===== src/rtl/vga_timing_pkg.sv =====
// Shared VGA timing definitions: per-axis mode descriptors for the supported
// modes and a helper that sums an axis into its total period.
package vga_timing_pkg;

  typedef struct packed {
    int visible;
    int front;
    int pulse;
    int back;
  } vga_axis_t;

  // 800x600@72
  localparam vga_axis_t SVGA_H = '{visible: 800, front: 56, pulse: 120, back: 64};
  localparam vga_axis_t SVGA_V = '{visible: 600, front: 37, pulse: 6,   back: 23};

  // 640x480@60
  localparam vga_axis_t VGA_H  = '{visible: 640, front: 16, pulse: 96,  back: 48};
  localparam vga_axis_t VGA_V  = '{visible: 480, front: 10, pulse: 2,   back: 33};

  function automatic int vga_total(input int visible, input int front,
                                   input int pulse, input int back);
    return visible + front + pulse + back;
  endfunction

endpackage


===== src/rtl/vga_axis_counter.sv =====
// One raster axis: wrapping position counter plus visible-region and sync
// decode. The same block serves the horizontal and vertical axes.
module vga_axis_counter
  import vga_timing_pkg::*;
#(
  parameter int VISIBLE = 800,
  parameter int FRONT   = 56,
  parameter int PULSE   = 120,
  parameter int BACK    = 64,
  parameter bit POL     = 1'b1,
  parameter int CNT_W   = 12
) (
  input  logic             clk,
  input  logic             rst,
  input  logic             inc,
  output logic [CNT_W-1:0] cnt,
  output logic             wrap,
  output logic             active,
  output logic             sync
);

  localparam int TOTAL = vga_total(VISIBLE, FRONT, PULSE, BACK);
  localparam logic [CNT_W-1:0] LAST_C  = CNT_W'(TOTAL - 1);
  localparam logic [CNT_W-1:0] VIS_C   = CNT_W'(VISIBLE);
  localparam logic [CNT_W-1:0] SYNC_LO = CNT_W'(VISIBLE + FRONT);
  localparam logic [CNT_W-1:0] SYNC_HI = CNT_W'(VISIBLE + FRONT + PULSE - 1);

  generate
    if (64'(TOTAL) > (64'd1 << CNT_W)) begin : g_bad_width
      $error("vga_axis_counter: axis total %0d does not fit in %0d bits", TOTAL, CNT_W);
    end
    if (FRONT == 0 || PULSE == 0 || BACK == 0) begin : g_bad_timing
      $error("vga_axis_counter: porch and pulse widths must be non-zero");
    end
  endgenerate

  logic [CNT_W-1:0] r_cnt;
  logic             w_last;

  assign w_last = (r_cnt == LAST_C);

  always_ff @(posedge clk) begin
    if (rst) begin
      r_cnt <= '0;
    end else if (inc) begin
      r_cnt <= w_last ? '0 : r_cnt + CNT_W'(1);
    end
  end

  assign cnt    = r_cnt;
  assign wrap   = inc & w_last;
  assign active = (r_cnt < VIS_C);
  assign sync   = ((r_cnt >= SYNC_LO) && (r_cnt <= SYNC_HI)) ? POL : ~POL;

endmodule


===== src/rtl/vga_timing_gen.sv =====
// VGA raster timing generator: horizontal/vertical counters, syncs, display
// enable and line/frame strobes. Define VGA_TG_REG_OUT_EN to register every output.
module vga_timing_gen
  import vga_timing_pkg::*;
#(
  parameter int H_VISIBLE = SVGA_H.visible,
  parameter int H_FRONT   = SVGA_H.front,
  parameter int H_PULSE   = SVGA_H.pulse,
  parameter int H_BACK    = SVGA_H.back,
  parameter int V_VISIBLE = SVGA_V.visible,
  parameter int V_FRONT   = SVGA_V.front,
  parameter int V_PULSE   = SVGA_V.pulse,
  parameter int V_BACK    = SVGA_V.back,
  parameter bit H_POL     = 1'b1,
  parameter bit V_POL     = 1'b1,
  parameter int CNT_W     = 12
) (
  input  logic             clk,
  input  logic             rst,
  input  logic             pix_en,
  output logic             h_sync,
  output logic             v_sync,
  output logic             display_en,
  output logic [CNT_W-1:0] x,
  output logic [CNT_W-1:0] y,
  output logic             line_end,
  output logic             frame_end
);

  logic [CNT_W-1:0] w_h_cnt, w_v_cnt;
  logic             w_h_wrap, w_v_wrap;
  logic             w_h_active, w_v_active;
  logic             w_h_sync, w_v_sync;
  logic             w_v_inc;

  // The vertical axis steps only on the pixel that ends a line.
  assign w_v_inc = pix_en & w_h_wrap;

  vga_axis_counter #(
    .VISIBLE(H_VISIBLE), .FRONT(H_FRONT), .PULSE(H_PULSE), .BACK(H_BACK),
    .POL(H_POL), .CNT_W(CNT_W)
  ) u_h_axis (
    .clk(clk), .rst(rst), .inc(pix_en),
    .cnt(w_h_cnt), .wrap(w_h_wrap), .active(w_h_active), .sync(w_h_sync)
  );

  vga_axis_counter #(
    .VISIBLE(V_VISIBLE), .FRONT(V_FRONT), .PULSE(V_PULSE), .BACK(V_BACK),
    .POL(V_POL), .CNT_W(CNT_W)
  ) u_v_axis (
    .clk(clk), .rst(rst), .inc(w_v_inc),
    .cnt(w_v_cnt), .wrap(w_v_wrap), .active(w_v_active), .sync(w_v_sync)
  );

`ifdef VGA_TG_REG_OUT_EN
  logic             r_h_sync, r_v_sync, r_display_en, r_line_end, r_frame_end;
  logic [CNT_W-1:0] r_x, r_y;

  always_ff @(posedge clk) begin
    if (rst) begin
      r_h_sync     <= ~H_POL;
      r_v_sync     <= ~V_POL;
      r_display_en <= 1'b0;
      r_x          <= '0;
      r_y          <= '0;
      r_line_end   <= 1'b0;
      r_frame_end  <= 1'b0;
    end else begin
      r_h_sync     <= w_h_sync;
      r_v_sync     <= w_v_sync;
      r_display_en <= w_h_active & w_v_active;
      r_x          <= w_h_cnt;
      r_y          <= w_v_cnt;
      r_line_end   <= w_h_wrap;
      r_frame_end  <= w_h_wrap & w_v_wrap;
    end
  end

  assign h_sync     = r_h_sync;
  assign v_sync     = r_v_sync;
  assign display_en = r_display_en;
  assign x          = r_x;
  assign y          = r_y;
  assign line_end   = r_line_end;
  assign frame_end  = r_frame_end;
`else
  assign h_sync     = w_h_sync;
  assign v_sync     = w_v_sync;
  assign display_en = w_h_active & w_v_active;
  assign x          = w_h_cnt;
  assign y          = w_v_cnt;
  assign line_end   = w_h_wrap;
  assign frame_end  = w_h_wrap & w_v_wrap;
`endif

endmodule


===== config.mk =====
export PLATFORM = sky130hd
export DESIGN_NAME = vga_timing_gen
export DESIGN_NICKNAME = d
export VERILOG_FILES = /design/src/rtl/vga_timing_pkg.sv /design/src/rtl/vga_axis_counter.sv /design/src/rtl/vga_timing_gen.sv
export SDC_FILE = /design/constraint.sdc
export NUM_CORES = 1
export LEC_CHECK = 0
export ABC_AREA = 1
export CORE_MARGIN = 2
export CORE_UTILIZATION = 40
export CTS_CLUSTER_SIZE = 12
export DETAILED_ROUTE_END_ITERATION = 8
export GPL_TIMING_DRIVEN = 0
export PLACE_DENSITY = 0.74
export SLEW_MARGIN = 20
export SYNTH_ARGS = -nofsm -noshare
export SYNTH_HDL_FRONTEND = slang
export SYNTH_SLANG_ARGS = --single-unit

===== constraint.sdc =====
create_clock -name clk -period 3.2 [get_ports clk]
set_input_delay 0.96 -clock clk [delete_from_list [all_inputs] [get_ports clk]]
set_output_delay 0.96 -clock clk [all_outputs]
set_load 0.05 [all_outputs]

# [Yosys cells after proc, flatten, opt, wreduce, memory -nomap -nowiden]
# Index checks and enable logic that the tools add are counted.
[totals] ram_bits=0 latchBits=0 reg_bits=24 input_bits=3 output_inout_bits=29 mem_count=0 romBits=0 word_cells=23
[classes] bitwise_logic=5 shifts=0 addsub=2 reduce_logical=2 muxes=4 eq_ne=2 div=0 magnitude_cmp=6 n_mul=0
[ops] op="12-bit by 1-bit adder with 12-bit output, second input constant" count=2
[ops] op="12-bit by 10-bit greater-or-equal comparator with 1-bit output, second input constant" count=2
[ops] op="12-bit by 10-bit <= comparator with 1-bit output, second input constant" count=2
[ops] op="12-bit by 10-bit less-than comparator with 1-bit output, second input constant" count=2
[ops] op="12-bit 2-to-1 mux" count=2
[ops] op="12-bit by 10-bit equality test with 1-bit output, second input constant" count=1
[ops] op="12-bit by 11-bit equality test with 1-bit output, second input constant" count=1
[ops] op="1-bit bitwise AND" count=5
[ops] op="1-bit logical AND" count=2
[ops] op="1-bit 2-to-1 mux" count=2

# [Logic depth before layout (Yosys ltp)]
[depth] ltp_word=5 mapped_depth=9 depth_no_buf=9

# [Modules after synthesis]
# Synthesis repeated with hierarchy kept, for this count alone.
[unflattened] cells_unflattened=215 area_unflattened_um2=1415.1
[modules_own_cells] module="vga_axis_counter at u_v_axis" n_inst=1 area_per_inst_um2=705.7 seq_area_each_um2=240.2 cells_per_inst=104
[modules_own_cells] module="vga_axis_counter at u_h_axis" n_inst=1 area_per_inst_um2=686.9 seq_area_each_um2=240.2 cells_per_inst=105
[modules_own_cells] module="vga_timing_gen" n_inst=1 area_per_inst_um2=22.5 seq_area_each_um2=0.0 cells_per_inst=6

# [Worst setup path before layout]
# No wires, ideal clock.
[synth_timing] path_type="reg-to-output" from="register u_h_axis.r_cnt[5], in the netlist u_h_axis.cnt[5]" to="output h_sync" path_buffers=0 t_arrival_ps=2480 required_ps=2240 path_stages_with_launch=5 setup_slack_ps=-240 cell_sequence="dfxtp_1 -> inv_1 -> nand3_1 -> o21ai_0 -> nor4_1"
[synth_between] elab_chain_cells=3 word_cells_on_any_way=4 classes_between="order compare (2); mux (1); reduce/logical (1)"
[synth_lines] item="from (decl)" line="vga_axis_counter.sv:37" source="logic [CNT_W-1:0] r_cnt;"
[synth_lines] item="from (signal assigned)" line="vga_axis_counter.sv:46" source="r_cnt <= w_last ? '0 : r_cnt + CNT_W'(1);"
[synth_lines] item="12-bit by 10-bit greater-or-equal comparator with 1-bit output or 12-bit by 10-bit <= comparator with 1-bit output (tied branches)" line="vga_axis_counter.sv:53" source="assign sync = ((r_cnt >= SYNC_LO) && (r_cnt <= SYNC_HI)) ? POL : ~POL;"
[synth_lines] item="1-bit logical AND (*)" line="vga_axis_counter.sv:53"
[synth_lines] item="1-bit 2-to-1 mux (*)" line="vga_axis_counter.sv:53"
[synth_lines] item="to (decl)" line="vga_timing_gen.sv:21" source="output logic h_sync,"
# Mark *: on every way between the ends. The rest lies on a longest branch, timed or not.

# [Final worst setup path]
[layout_timing] from="register u_v_axis.r_cnt[4], in the netlist u_v_axis.cnt[4]" to="output display_en"
[layout_between] elab_chain_cells=2
[layout_lines] item="from (decl)" line="vga_axis_counter.sv:37"
[layout_lines] item="from (signal assigned)" line="vga_axis_counter.sv:46"
[layout_lines] item="12-bit by 10-bit less-than comparator with 1-bit output" line="vga_axis_counter.sv:52" source="assign active = (r_cnt < VIS_C);"
[layout_lines] item="1-bit bitwise AND" line="vga_timing_gen.sv:89" source="assign display_en = w_h_active & w_v_active;"
[layout_lines] item="to (decl)" line="vga_timing_gen.sv:23" source="output logic display_en,"
# No other way between the ends.

==> impl_metrics.tcl <==
set metrics [dict create \
    status "finished, final reports clean" \
    post-synth-top-area-cell "dfxtp_1" \
    route.final.wire_length_um 3390 \
    critical_path.most_common_cell "nand2_1" \
    synthToLayoutAreaGrowth_pct 27.8 \
    fin_cells 309 \
    place.port_buffers 30 \
    final_cell_area_sq_um 1850 \
    post_route_core_utilization_pct 54.3 \
    fp.dieW_um 64.2 \
    grt_pass1_wl_um 5670 \
    cts_htree_levels 1 \
    min_path_type "reg2reg" \
    register_area_sq_um 480 \
    yosys.area_share.simple_pct 41.4 \
    fp-row-count 21 \
    p_per_area_nw_per_um2 272 \
    ys_seq_area_share_pct 33.1 \
    cp_cell_sequence "nand2_1 -> inv_1 -> nand2_1 -> nand3_1 -> a211oi_1 -> clkdlybuf4s50_1" \
    setup_total_negative_slack_ps 0 \
    clkTransAtPathRegs_ps 140 \
    synth_area_sq_um 1450 \
    count_of_buffering_cells_on_the_critical_path_with_inverters_included 2 \
    clock_insertion_delay_worst_skew_ps 330 \
    finalHoldViolations 0 \
    place_area_sq_um 1820 \
    finClkSkew_ps 2.95 \
    combinationalPowerShare_pct 6.3 \
    timing.critical_path.from_type "flop" \
    static_leakage_nw 0.755 \
    fp.dieH_um 64.2 \
    clk_path_buf_depth 2 \
    layout.cells.most_common_list "58 x nand2_1, 41 x nor2_1, 33 x inv_1, 26 x clkdlybuf4s50_1, 24 x dfxtp_1" \
    number_of_nets_in_the_synthesized_netlist 237 \
    dpl.cell_count 305 \
    yosysTopAreaCellShare_pct 33.1 \
    die_area_sq_um 4130 \
    critPathCaptureType "output port" \
    maxSlewViolCount 0 \
    antenna_found_initial 0 \
    drive_gt1_share_pct 9.13 \
    netSwitchingPower_uw 123 \
    cts_made_buffers 3 \
    cp_slowest_cell "clkdlybuf4s50_1" \
    rsz0062_at_grt "false" \
    via_count 1491 \
    aggregate_global_route_resource_usage_pct 17.1 \
    layout.nets 272 \
    timing.final.setup_violations 0 \
    filler_cell_count 348 \
    netlist-cell-type-count 24 \
    power.ir.vdd_worst_v 0.000168 \
    root_buffer "clkbuf_4" \
    yosys.area_share.xor_xnor_pct 1.81 \
    worst-setup-path-type "reg2out" \
    cap_viol_max_count 0 \
    grt_pass1_vias 1275 \
    power_switching_share_pct 24.4 \
    timing.critical_path.slowest_cell_delay_ps 850 \
    initial_utilization_pct 42.5 \
    combinational_family_with_the_most_area_after_synthesis "simple AND/OR/NAND/NOR gates" \
    top_level_ports 32 \
    largest_net_degree_at_the_start_of_global_routing 14 \
    cell_internal_pwr_uw 380 \
    peak_fanout_along_the_critical_path 5 \
    antenna-diode-count 0 \
    multi_input_area_sq_um 822 \
    synth-seq-cells 24 \
    cp_data_arrival_time_ps 2130 \
    cts.sink_count 24 \
    average_wire_per_standard_cell_um 11.0 \
    initialDrtViolationCount 83 \
    cts_tree "done" \
    post_synth_main_area_contributors "dfxtp_1 33%, nand2_1 15%, nor2_1 11%, inv_1 8.5%, ha_1 4.3%" \
    synthesis.area_per_instance_sq_um 6.34 \
    post_cts_buffers 0 \
    wp_data_required_ps 2240 \
    ys_warn_count 0 \
    seq_power_share_pct 60.3 \
    yosys-mux-area-fraction_pct 0 \
    worstMarginPinSlew_ps 496 \
    holdBufCountCts 0 \
    max_clk_rate_mhz 324 \
    place_hpwl_um 2560 \
    post_drt_via_cell_ratio 4.83 \
    power_frac_clock_pct 33.4 \
    postRouteAntennaNets 0 \
    crit_path_leading_delay_family "buffers and inverters" \
    remaining_drc_errors 0 \
    synth_adder_area_share_pct 4.31 \
    synth_compound_area_share_pct 8.53 \
    grt_remaining_overflow 0 \
    coreArea_sq_um 3420 \
    finalWeightedCongestion 0.882 \
    finalCritPeriodShare_pct 96.6 \
    mostFrequentLayoutCell "nand2_1" \
    final_period_minus_worst_setup_slack_ps 3090 \
    synthCells 229 \
    timing.max_slew.rel_slack_pct 66.9 \
    first_pass_iters 4 \
]
Yosys cell counts:
master,number
a211oi_1,2
a21oi_1,10
buf_4,1
buf_6,1
dfxtp_1,24
ha_1,5
inv_1,33
inv_2,4
nand2_1,58
nand3_1,11
nand3_4,1
nand3b_1,1
nand4_1,5
nor2_1,42
nor2_2,5
nor2_4,2
nor3_1,8
nor3b_1,1
nor4_1,2
o21ai_0,7
o21ai_2,2
o22ai_1,1
xnor2_1,1
xor2_1,2
metrics by stage:
step / hold slack, ps / total power, mW / setup WS, ps
5_1_grt: 549 / 0.524 / 1.81
4_1_cts: 528 / 0.505 / -14.8
3_5_place_dp: 508 / 0.342 / -674
3_3_place_gp: 501 / 0.341 / -678
2_1_floorplan: 705 / 0.331 / 97.9
6_report: 529 / 0.503 / 110
cell type report:
type                    instances  share of cell area [%]
plain buffers                   2                    1.01
clock buffers                   4                    1.96
inverters                      37                    7.49
multi-input cells             166                    44.3
flip-flops and latches         24                    25.9
well taps                      46                    3.10
repair buffers                 30                    16.2
tightest hold or removal path, stage by stage, from the launching register on:
cell and delay [ps]:
dfxtp_1 370, nand2_1 80, a21oi_1 50
path summary, 6_finish.rpt:
check | from | end | slack, ps | cells after the start
worst max-delay path | u_v_axis.cnt[4]$_SDFFE_PP0P_ | display_en | 110 | 6
worst min-delay path | u_h_axis.cnt[0]$_SDFFE_PP0P_ | u_h_axis.cnt[0]$_SDFFE_PP0P_ | 530 | 2
worst max register to register | u_h_axis.cnt[0]$_SDFFE_PP0P_ | u_h_axis.cnt[11]$_SDFFE_PP0P_ | 1580 | 8
worst min register to register | u_h_axis.cnt[0]$_SDFFE_PP0P_ | u_h_axis.cnt[0]$_SDFFE_PP0P_ | 530 | 2
power by group through the flow:
stage / Sequential, mW / Clock, mW / Combinational, mW
2_1_floorplan: 0.318 / 0 / 0.0133
3_3_place_gp: 0.310 / 0 / 0.0311
3_5_place_dp: 0.310 / 0 / 0.0314
4_1_cts: 0.304 / 0.169 / 0.0320
5_1_grt: 0.304 / 0.186 / 0.0340
6_report: 0.304 / 0.168 / 0.0317
sequential cells by signal, indices dropped and copies added, names as in the netlist:
signal	count
u_h_axis.cnt	12
u_v_axis.cnt	12
timing repair:
action | in CTS | in global routing
endpoints found under the setup margin | 3 | 2
hold endpoints to repair | 0 | 0
resized for setup | 15 | 1
per-layer routing:
metal / part of all wire, % / global-route usage (%) / vias up
li1: - / - / 790
met2: 44 / 27.2 / 45
met5: 0 / 0 / -
met4: 1.1 / 5.59 / 0
met1: 49 / 23.5 / 652
met3: 6.2 / 2.82 / 4
kinds of logic after synthesis:
logic type                 Yosys count
DFF                                 24
xor gates and xnor gates             3
and+or+nand+nor                    136
adders and majority gates            5
buffers and inverters               39
AOI/OAI and AO/OA                   22
Note: power is estimated with default switching activity, not from simulation.
